===== src/rtl/multicycle_ctrl_pkg.sv =====
// Shared encodings for the multicycle control unit: FSM states, opcodes, ALU codes.
package multicycle_ctrl_pkg;

    typedef enum logic [2:0] {
        S_FETCH     = 3'd0,
        S_DECODE    = 3'd1,
        S_EXECUTE   = 3'd2,
        S_MEMORY    = 3'd3,
        S_WRITEBACK = 3'd4,
        S_HALT      = 3'd5
    } state_t;

    // Opcode class latched at DECODE so later changes on ins cannot perturb the sequence
    typedef enum logic [2:0] {
        CLS_R   = 3'd0,
        CLS_LD  = 3'd1,
        CLS_IMM = 3'd2,
        CLS_ST  = 3'd3,
        CLS_BR  = 3'd4,
        CLS_JAL = 3'd5,
        CLS_BAD = 3'd6
    } opclass_t;

    localparam logic [6:0] OPC_R   = 7'h33;
    localparam logic [6:0] OPC_LD  = 7'h03;
    localparam logic [6:0] OPC_IMM = 7'h13;
    localparam logic [6:0] OPC_ST  = 7'h23;
    localparam logic [6:0] OPC_BR  = 7'h63;
    localparam logic [6:0] OPC_JAL = 7'h6F;

    localparam logic [2:0] ALU_ADD = 3'b010;
    localparam logic [2:0] ALU_SUB = 3'b110;

endpackage


===== src/rtl/ctrl_decode.sv =====
// Combinational opcode decoder: class, ALU source select, ALU op and load-result select.
module ctrl_decode
    import multicycle_ctrl_pkg::*;
(
    input  logic [6:0] opcode,
    input  logic       funct_b30,
    output opclass_t   cls,
    output logic       alu_src,
    output logic [2:0] op,
    output logic       mem2reg
);

    // Opcode lookup; anything not listed is reported as an illegal class
    always_comb begin
        cls     = CLS_BAD;
        alu_src = 1'b1;
        op      = ALU_ADD;
        mem2reg = 1'b0;
        case (opcode)
            OPC_R: begin
                cls     = CLS_R;
                alu_src = 1'b0;
                op      = funct_b30 ? ALU_SUB : ALU_ADD;
            end
            OPC_LD: begin
                cls     = CLS_LD;
                mem2reg = 1'b1;
            end
            OPC_IMM: begin
                cls = CLS_IMM;
            end
            OPC_ST: begin
                cls = CLS_ST;
                op  = ALU_SUB;
            end
            OPC_BR: begin
                cls     = CLS_BR;
                alu_src = 1'b0;
                op      = ALU_SUB;
            end
            OPC_JAL: begin
                cls = CLS_JAL;
            end
            default: begin
                cls = CLS_BAD;
            end
        endcase
    end

endmodule


===== src/rtl/multicycle_ctrl.sv =====
// Multicycle processor control: FSM, PC register, cycle and retire counters.
module multicycle_ctrl
    import multicycle_ctrl_pkg::*;
#(
    parameter logic [31:0] PC_RESET = 32'h0000_0028,
    parameter int unsigned CNT_W    = 32
) (
    input  logic             clk,
    input  logic             reset,
    input  logic [31:0]      ins,
    input  logic             zero,
    input  logic [31:0]      PCp4,
    input  logic [31:0]      imm,
    input  logic [31:0]      jTarget,
    input  logic             halt_req,
    output logic [31:0]      PC,
    output logic             RegWrite,
    output logic             ALUSrc,
    output logic             Mem2Reg,
    output logic             MemRead,
    output logic             MemWrite,
    output logic [2:0]       op,
    output logic [2:0]       state,
    output logic             halted,
    output logic             illegal,
    output logic [CNT_W-1:0] cycles,
    output logic [CNT_W-1:0] retired
);

    state_t   st;
    opclass_t cls_q;
    logic     halt_pend;
    logic     reg_write_q;
    logic     mem_write_q;

    opclass_t dec_cls;
    logic     dec_alu_src;
    logic [2:0] dec_op;
    logic     dec_mem2reg;

    // Only the opcode and the funct7 sub/add bit matter to control
    logic unused_ins;
    assign unused_ins = ^{ins[31], ins[29:7]};

    ctrl_decode u_decode (
        .opcode    (ins[6:0]),
        .funct_b30 (ins[30]),
        .cls       (dec_cls),
        .alu_src   (dec_alu_src),
        .op        (dec_op),
        .mem2reg   (dec_mem2reg)
    );

    assign state = st;

    // Write strobes are killed in the very cycle reset is seen, not one cycle later
    assign RegWrite = reg_write_q & ~reset;
    assign MemWrite = mem_write_q & ~reset;

    // FSM, PC, counters; outputs are registered against the state being entered
    always_ff @(posedge clk) begin
        if (reset) begin
            st          <= S_FETCH;
            cls_q       <= CLS_R;
            halt_pend   <= 1'b0;
            PC          <= PC_RESET;
            cycles      <= '0;
            retired     <= '0;
            halted      <= 1'b0;
            illegal     <= 1'b0;
            reg_write_q <= 1'b0;
            mem_write_q <= 1'b0;
            MemRead     <= 1'b0;
            ALUSrc      <= 1'b0;
            Mem2Reg     <= 1'b0;
            op          <= 3'b000;
        end else begin
            cycles      <= cycles + CNT_W'(1);
            reg_write_q <= 1'b0;
            mem_write_q <= 1'b0;
            MemRead     <= 1'b0;
            // Remember a halt request until the next instruction boundary
            if (halt_req) begin
                halt_pend <= 1'b1;
            end
            case (st)
                S_FETCH: begin
                    if (halt_req || halt_pend) begin
                        st        <= S_HALT;
                        halted    <= 1'b1;
                        halt_pend <= 1'b0;
                    end else begin
                        st <= S_DECODE;
                    end
                end
                S_DECODE: begin
                    if (dec_cls == CLS_BAD) begin
                        st      <= S_HALT;
                        halted  <= 1'b1;
                        illegal <= 1'b1;
                    end else begin
                        st      <= S_EXECUTE;
                        cls_q   <= dec_cls;
                        ALUSrc  <= dec_alu_src;
                        op      <= dec_op;
                        Mem2Reg <= dec_mem2reg;
                    end
                end
                S_EXECUTE: begin
                    case (cls_q)
                        CLS_LD: begin
                            st      <= S_MEMORY;
                            MemRead <= 1'b1;
                        end
                        CLS_ST: begin
                            st          <= S_MEMORY;
                            mem_write_q <= 1'b1;
                        end
                        CLS_BR: begin
                            // Branch resolves here, the only cycle zero is looked at
                            st      <= S_FETCH;
                            PC      <= zero ? (PC + (imm << 1)) : PCp4;
                            retired <= retired + CNT_W'(1);
                            ALUSrc  <= 1'b0;
                            op      <= 3'b000;
                            Mem2Reg <= 1'b0;
                        end
                        default: begin
                            st          <= S_WRITEBACK;
                            reg_write_q <= 1'b1;
                        end
                    endcase
                end
                S_MEMORY: begin
                    if (cls_q == CLS_LD) begin
                        st          <= S_WRITEBACK;
                        reg_write_q <= 1'b1;
                    end else begin
                        st      <= S_FETCH;
                        PC      <= PCp4;
                        retired <= retired + CNT_W'(1);
                        ALUSrc  <= 1'b0;
                        op      <= 3'b000;
                        Mem2Reg <= 1'b0;
                    end
                end
                S_WRITEBACK: begin
                    st      <= S_FETCH;
                    PC      <= (cls_q == CLS_JAL) ? (PC + (jTarget << 2)) : PCp4;
                    retired <= retired + CNT_W'(1);
                    ALUSrc  <= 1'b0;
                    op      <= 3'b000;
                    Mem2Reg <= 1'b0;
                end
                S_HALT: begin
                    st <= S_HALT;
                end
                default: begin
                    st <= S_FETCH;
                end
            endcase
        end
    end

endmodule

===== config.mk =====
export PLATFORM = sky130hd
export DESIGN_NAME = multicycle_ctrl
export DESIGN_NICKNAME = d
export VERILOG_FILES = /design/src/rtl/multicycle_ctrl_pkg.sv /design/src/rtl/ctrl_decode.sv /design/src/rtl/multicycle_ctrl.sv
export SDC_FILE = /design/constraint.sdc
export NUM_CORES = 1
export LEC_CHECK = 0
export ABC_AREA = 1
export BUFFER_PORTS_ARGS = -buffer_cell sky130_fd_sc_hd__buf_2
export CAP_MARGIN = 20
export CORE_AREA = 2 2 122 212
export DETAILED_ROUTE_END_ITERATION = 10
export DIE_AREA = 0 0 124 214
export GPL_TIMING_DRIVEN = 1
export HOLD_SLACK_MARGIN = 0.1
export SLEW_MARGIN = 20
export SYNTH_ARGS = -nofsm -noshare
export SYNTH_HDL_FRONTEND = slang
export SYNTH_SLANG_ARGS = --single-unit

===== constraint.sdc =====
create_clock -name clk -period 3.5 [get_ports clk]
set_clock_uncertainty 0.1 [all_clocks]
set_input_delay 0.35 -clock clk [delete_from_list [all_inputs] [get_ports clk]]
set_output_delay 0.35 -clock clk [all_outputs]
set_load 0.05 [all_outputs]

# == Word-level counts from Yosys, hierarchy flattened ==
# Cells that the tools add are included.
# word_totals
mem_bits_rw,0
memories,0
rom_bits,0
latch_bits,0
wordCells,97
output_inout_bits,109
reg_bits,113
# classes
n_addsub,4
n_eq_ne,21
shifts,0
magnitude_cmp,0
div,0
muxes,38
n_reduce_logical,15
n_bitwise,5
multipliers,0
# ops
op,count
32-bit 2-to-1 mux,6
32-bit case mux with 3 select lines,2
32-bit by 1-bit adder with 32-bit output (second input constant),2
32-bit adder,2
3-bit 2-to-1 mux,7
3-bit case mux with 6 select lines,1
3-bit == test (second input constant),5
3-bit case mux with 5 select lines,1
7-bit by 6-bit == test with 1-bit output (second input constant),2
7-bit == test (second input constant),2
1-bit 2-to-1 mux,14
3-bit case mux with 2 select lines,2
3-bit case mux with 4 select lines,1
2-bit != test (second input constant),5
3-bit by 2-bit == test with 1-bit output (second input constant),3
1-bit case mux with 4 select lines,2
2-bit OR reduction,4
7-bit by 2-bit == test with 1-bit output (second input constant),1
7-bit by 5-bit == test with 1-bit output (second input constant),1
3-bit by 1-bit == test with 1-bit output (second input constant),2
3-bit AND reduction,2
1-bit case mux with 2 select lines,2
2-bit AND reduction,2
4-bit AND reduction,1
8 further kinds,11

# == Logic depth before layout (Yosys ltp) ==
# depth
word_depth,5
depth_mapped,17
depth_no_buf,17

# == By module ==
# A second synthesis with hierarchy kept.
# hier_totals
hier_cells,1614
hier_area_um2,9616.7
# by_module_without_submodules
module,cells_per_inst,n_inst,seq_area_each_um2,area_per_inst_um2
multicycle_ctrl,1577,1,2262.2,9435.3
ctrl_decode,37,1,0.0,181.4

# == Least setup slack after synthesis ==
# OpenSTA, ideal clock, no wires.
# synth_timing
path_type,register to register
startpoint,register PC[2]
endpoint,register PC[16]
arrival_time_ns,2.449
required_ns,3.282
setup_slack_ns,0.834
setup_time_ns,0.118
path_stages_with_launch,18
cell_sequence,dfxtp_1 -> ha_1 -> inv_1 -> fa_1 -> inv_1 -> nand2_1 -> a21oi_1 -> nand2_1 -> nand2_1 -> nand2_1 -> nand2_1 -> nand2_1 -> nand2_1 -> nand2_1 -> nand3_1 -> nand2_1 -> a21oi_1 -> nor2_1
# synth_via
elab_chain_cells,4
# synth_lines
item,line,source
from (decl),multicycle_ctrl.sv:16,"output logic [31:0] PC,"
from (signal assigned),multicycle_ctrl.sv:122,PC <= zero ? (PC + (imm << 1)) : PCp4;
from (signal assigned),multicycle_ctrl.sv:140,PC <= PCp4;
from (signal assigned),multicycle_ctrl.sv:149,PC <= (cls_q == CLS_JAL) ? (PC + (jTarget << 2)) : PCp4;
32-bit adder,multicycle_ctrl.sv:122,
32-bit 2-to-1 mux,multicycle_ctrl.sv:122,
32-bit 2-to-1 mux,multicycle_ctrl.sv:110,case (cls_q)
32-bit case mux with 3 select lines *,multicycle_ctrl.sv:86,case (st)
# Mark *: on every way between the ends. The rest lies on a longest branch, timed or not. The select of a mux whose other input is x is not followed.
# A chain may end at the register's enable or synchronous reset.

# == Worst setup path after layout ==
# Ends and elaborated chain as after synthesis.

==> metrics.md <==
| Metric | Value |
|---|---|
| Outcome | `complete, no violations` |
| Vias | `11200` |
| Die Y | `214 µm` |
| Drt total wl | `37200 µm` |
| Setup TNS | `0 ns` |
| Via-per-instance ratio | `5.19` |
| LEAKAGE | `5.69 nW` |
| Max Fclk | `368 MHz` |
| CTS tree | `yes` |
| Async S/R FF share, synth | `0` |
| FILL cells | `2773` |
| Synth area leaders | `dfxtp_1 23%, nand2_1 18%, a21oi_1 8.4%, inv_1 8.2%, ha_1 7.8%` |
| # DRC | `0` |
| Total core area | `24700 µm²` |
| Layout Nets | `2025` |
| Initial Utilization | `0.395` |
| Final Slew Violations | `0` |
| VDD IR max | `0.385 mV` |
| Routability cong. | `0.922` |
| Worst slew pin tran | `0.793 ns` |
| Setup Buffers After CTS | `0` |
| Max cap viols | `0` |
| Max incr delay on CP | `0.44 ns` |
| Grt total ovfl | `0` |
| Clock sink count | `112` |
| RSZ-0062 raised after global routing | `false` |
| Final setup fails | `0` |
| Post-synth top area share | `0.230` |
| Critical Path Fanout Max | `5` |
| H-tree depth | `3` |
| Pin count of the biggest net entering global routing | `32` |
| Syn. warnings | `0` |
| Initial antenna violation count | `9` |
| Clk slew on worst S/H paths | `0.09 ns` |
| Register area | `2240 µm²` |
| P per Cell Area | `571 nW/µm²` |
| Post-route cell area | `11500 µm²` |
| Die width | `124 µm` |
| Setup crit end kind | `flip-flop` |
| Register bit total from synthesis | `112` |
| Critical path data required time | `3.68 ns` |
| Layout cells sized above 1 | `0.158` |
| Root buf cell | `clkbuf_16` |
| GRT Util Overall | `0.278` |
| Multi-input logic area | `6500 µm²` |
| Worst Hold Class | `in2reg` |
| Total Die Area | `26500 µm²` |
| First-pass GRT wire length | `56000 µm` |
| Clk_lat worst skew | `0.37 ns` |
| Post-synth EDFFs | `0` |
| CP top delay family | `simple AND/OR/NAND/NOR gates` |
| Cell Area, Synth | `9760 µm²` |
| Register area share after synthesis | `0.230` |
| DR iter-0 viols | `539` |
| Tmin final | `2.71 ns` |
| Yosys cell types | `52` |
| Tcrit/Tclk final | `0.775` |
| Finished Layout Cells | `2153` |
| Worst-path cell chain | `ha_1, inv_1, fa_1, inv_1, nand2_1, a21oi_1, nand2_1, nand2_1, nand2_1, nand2_1, nand2_1, nand2_1, nand2_1, nand3_1, nand2_1, a21oi_1, nor2_1` |
| Avg WL per Cell | `17.3 µm` |
| CP max-delay cell | `dfxtp_1` |
| Fin. Hold Viols | `0` |
| Placed cells | `2131` |
| Cell taking the most area after synthesis | `dfxtp_1` |
| Critical path class | `reg2reg` |
| Syn nets | `1826` |
| Placement Rows | `76` |
| Worst Path Buf+Inv | `2` |
| Syn Inst Count | `1631` |
| Arr. time, crit path | `2.89 ns` |
| Num CTS Buffers | `9` |
| Ports | `241` |
| DP Wirelength | `30800 µm` |
| I/O Buffers | `212` |
| Cts repair resizes | `0` |
| Slew HR | `0.471` |
| CP dominant cell by count | `nand2_1` |
| Post-CTS Hold Buffers | `0` |
| Avg Cell Area, Syn | `5.98 µm²` |
| Critical Path Source Type | `flip-flop` |
| Synth-to-layout area growth | `17.4%` |
| Routed Antenna Nets | `0` |
| Vias in the first global route | `10800` |
| Dpl cell area | `11100 µm²` |
| TritonRoute pass-1 iters | `5` |
| Clock Path Buffers | `2` |
| Ys flop type | `dfxtp_1` |
area by class of cell:
type                       instances  area share
tap                              312      0.0341
timing repair buffer             220      0.0978
inverter                         228      0.0747
clock buffer                       9      0.0197
multi-input combinational       1259       0.567
clock inverter                     7     0.00972
sequential                       112       0.196
antenna                            6     0.00131
layout by cell type (no fill, tap or decap), types with 7 or more instances in the layout:
cell / instances
nand2_1: 459
inv_1: 213
buf_2: 212
nor2_1: 169
a21oi_1: 164
dfxtp_1: 112
nand3_1: 92
o21ai_0: 81
ha_1: 61
nor3_1: 48
xor2_1: 24
nand4_1: 22
inv_2: 15
o21a_1: 14
nand3b_1: 12
o21bai_1: 11
xnor2_1: 11
o211ai_1: 9
clkbuf_16: 9
nor2_2: 8
a31oi_1: 8
o21ai_1: 8
buf_4: 8
nor4_1: 7
layer usage:
layer,GRT usage,vias up,part of all wire
li1,-,5728,-
met1,0.260,4969,0.34
met5,0,-,0.0012
met3,0.0559,128,0.058
met2,0.507,350,0.51
met4,0.218,6,0.086
per-stage QoR:
| stage | util | worst slack, ns | hold slack [ns] | power (mW) |
|---|---|---|---|---|
| 4_1_cts | 0.463 | 0.791 | 0.120 | 6.56 |
| 2_1_floorplan | - | 0.834 | 0.379 | 4.30 |
| 6_report | 0.463 | 0.786 | 0.133 | 6.55 |
| 3_5_place_dp | 0.449 | 0.808 | 0.353 | 5.33 |
| 5_1_grt | 0.463 | 0.514 | 0.149 | 7.01 |
| 3_3_place_gp | 0.449 | 0.828 | 0.346 | 5.31 |
path summary, 6_finish.rpt:
kind / cells after the start / startpoint / endpoint / slack, ns
worst max-delay path: 17 / PC[2]$_SDFFE_PP0P_ / PC[16]$_SDFFE_PP0P_ / 0.79
worst min-delay path: 3 / PCp4[2] / PC[2]$_SDFFE_PP0P_ / 0.13
worst max register to register: 17 / PC[2]$_SDFFE_PP0P_ / PC[16]$_SDFFE_PP0P_ / 0.79
worst min register to register: 2 / ALUSrc$_SDFFE_PP0P_ / ALUSrc$_SDFFE_PP0P_ / 0.37
sequential cells by signal, summed over array words and instances (netlist names):
register / count
Mem2Reg: 1
MemRead: 1
state: 3
ALUSrc: 1
cycles: 32
cls_q: 3
PC: 32
halted: 1
retired: 32
reg_write_q: 1
op: 2
illegal: 1
halt_pend: 1
mem_write_q: 1
worst min-delay path, stage by stage:
cell and delay, ns:
buf_2 0.10, nand2_1 0.05, a21oi_1 0.06
cells in the mapped netlist (5+ instances only):
cell / n
a31oi_1: 8
nand2_2: 6
nor2_1: 169
o21ai_1: 8
xor2_1: 24
o21ai_0: 81
a21oi_1: 164
buf_4: 6
nor3_1: 48
buf_2: 9
clkbuf_1: 15
nand3b_1: 12
ha_1: 61
nand2_1: 459
nor2_2: 8
inv_2: 14
xnor2_1: 11
o21a_1: 14
nor2_4: 5
o21bai_1: 11
o211ai_1: 9
nor4_1: 7
dfxtp_1: 112
nand3_1: 92
inv_1: 214
nand4_1: 22
report_power, final:
| part | leakage (nW) | switching, mW | internal [mW] |
|---|---|---|---|
| sequential | 0.911 | 0.284 | 1.44 |
| combinational | 4.62 | 2.54 | 1.07 |
| clock | 0.163 | 0.569 | 0.643 |
| total | 5.69 | 3.39 | 3.15 |
logic make-up (layout without fill, tap and decap cells):
logic type,count (synthesis),count (layout),synth area share
and+or+nand+nor,854,854,0.381
AOI/OAI and AO/OA,306,306,0.171
buffers and inverters,260,464,0.104
DFF,112,112,0.230
adders and majority gates,63,63,0.0823
xor gates and xnor gates,35,35,0.0314
other,1,7,0.000384
(Power assumes the default switching activity.)
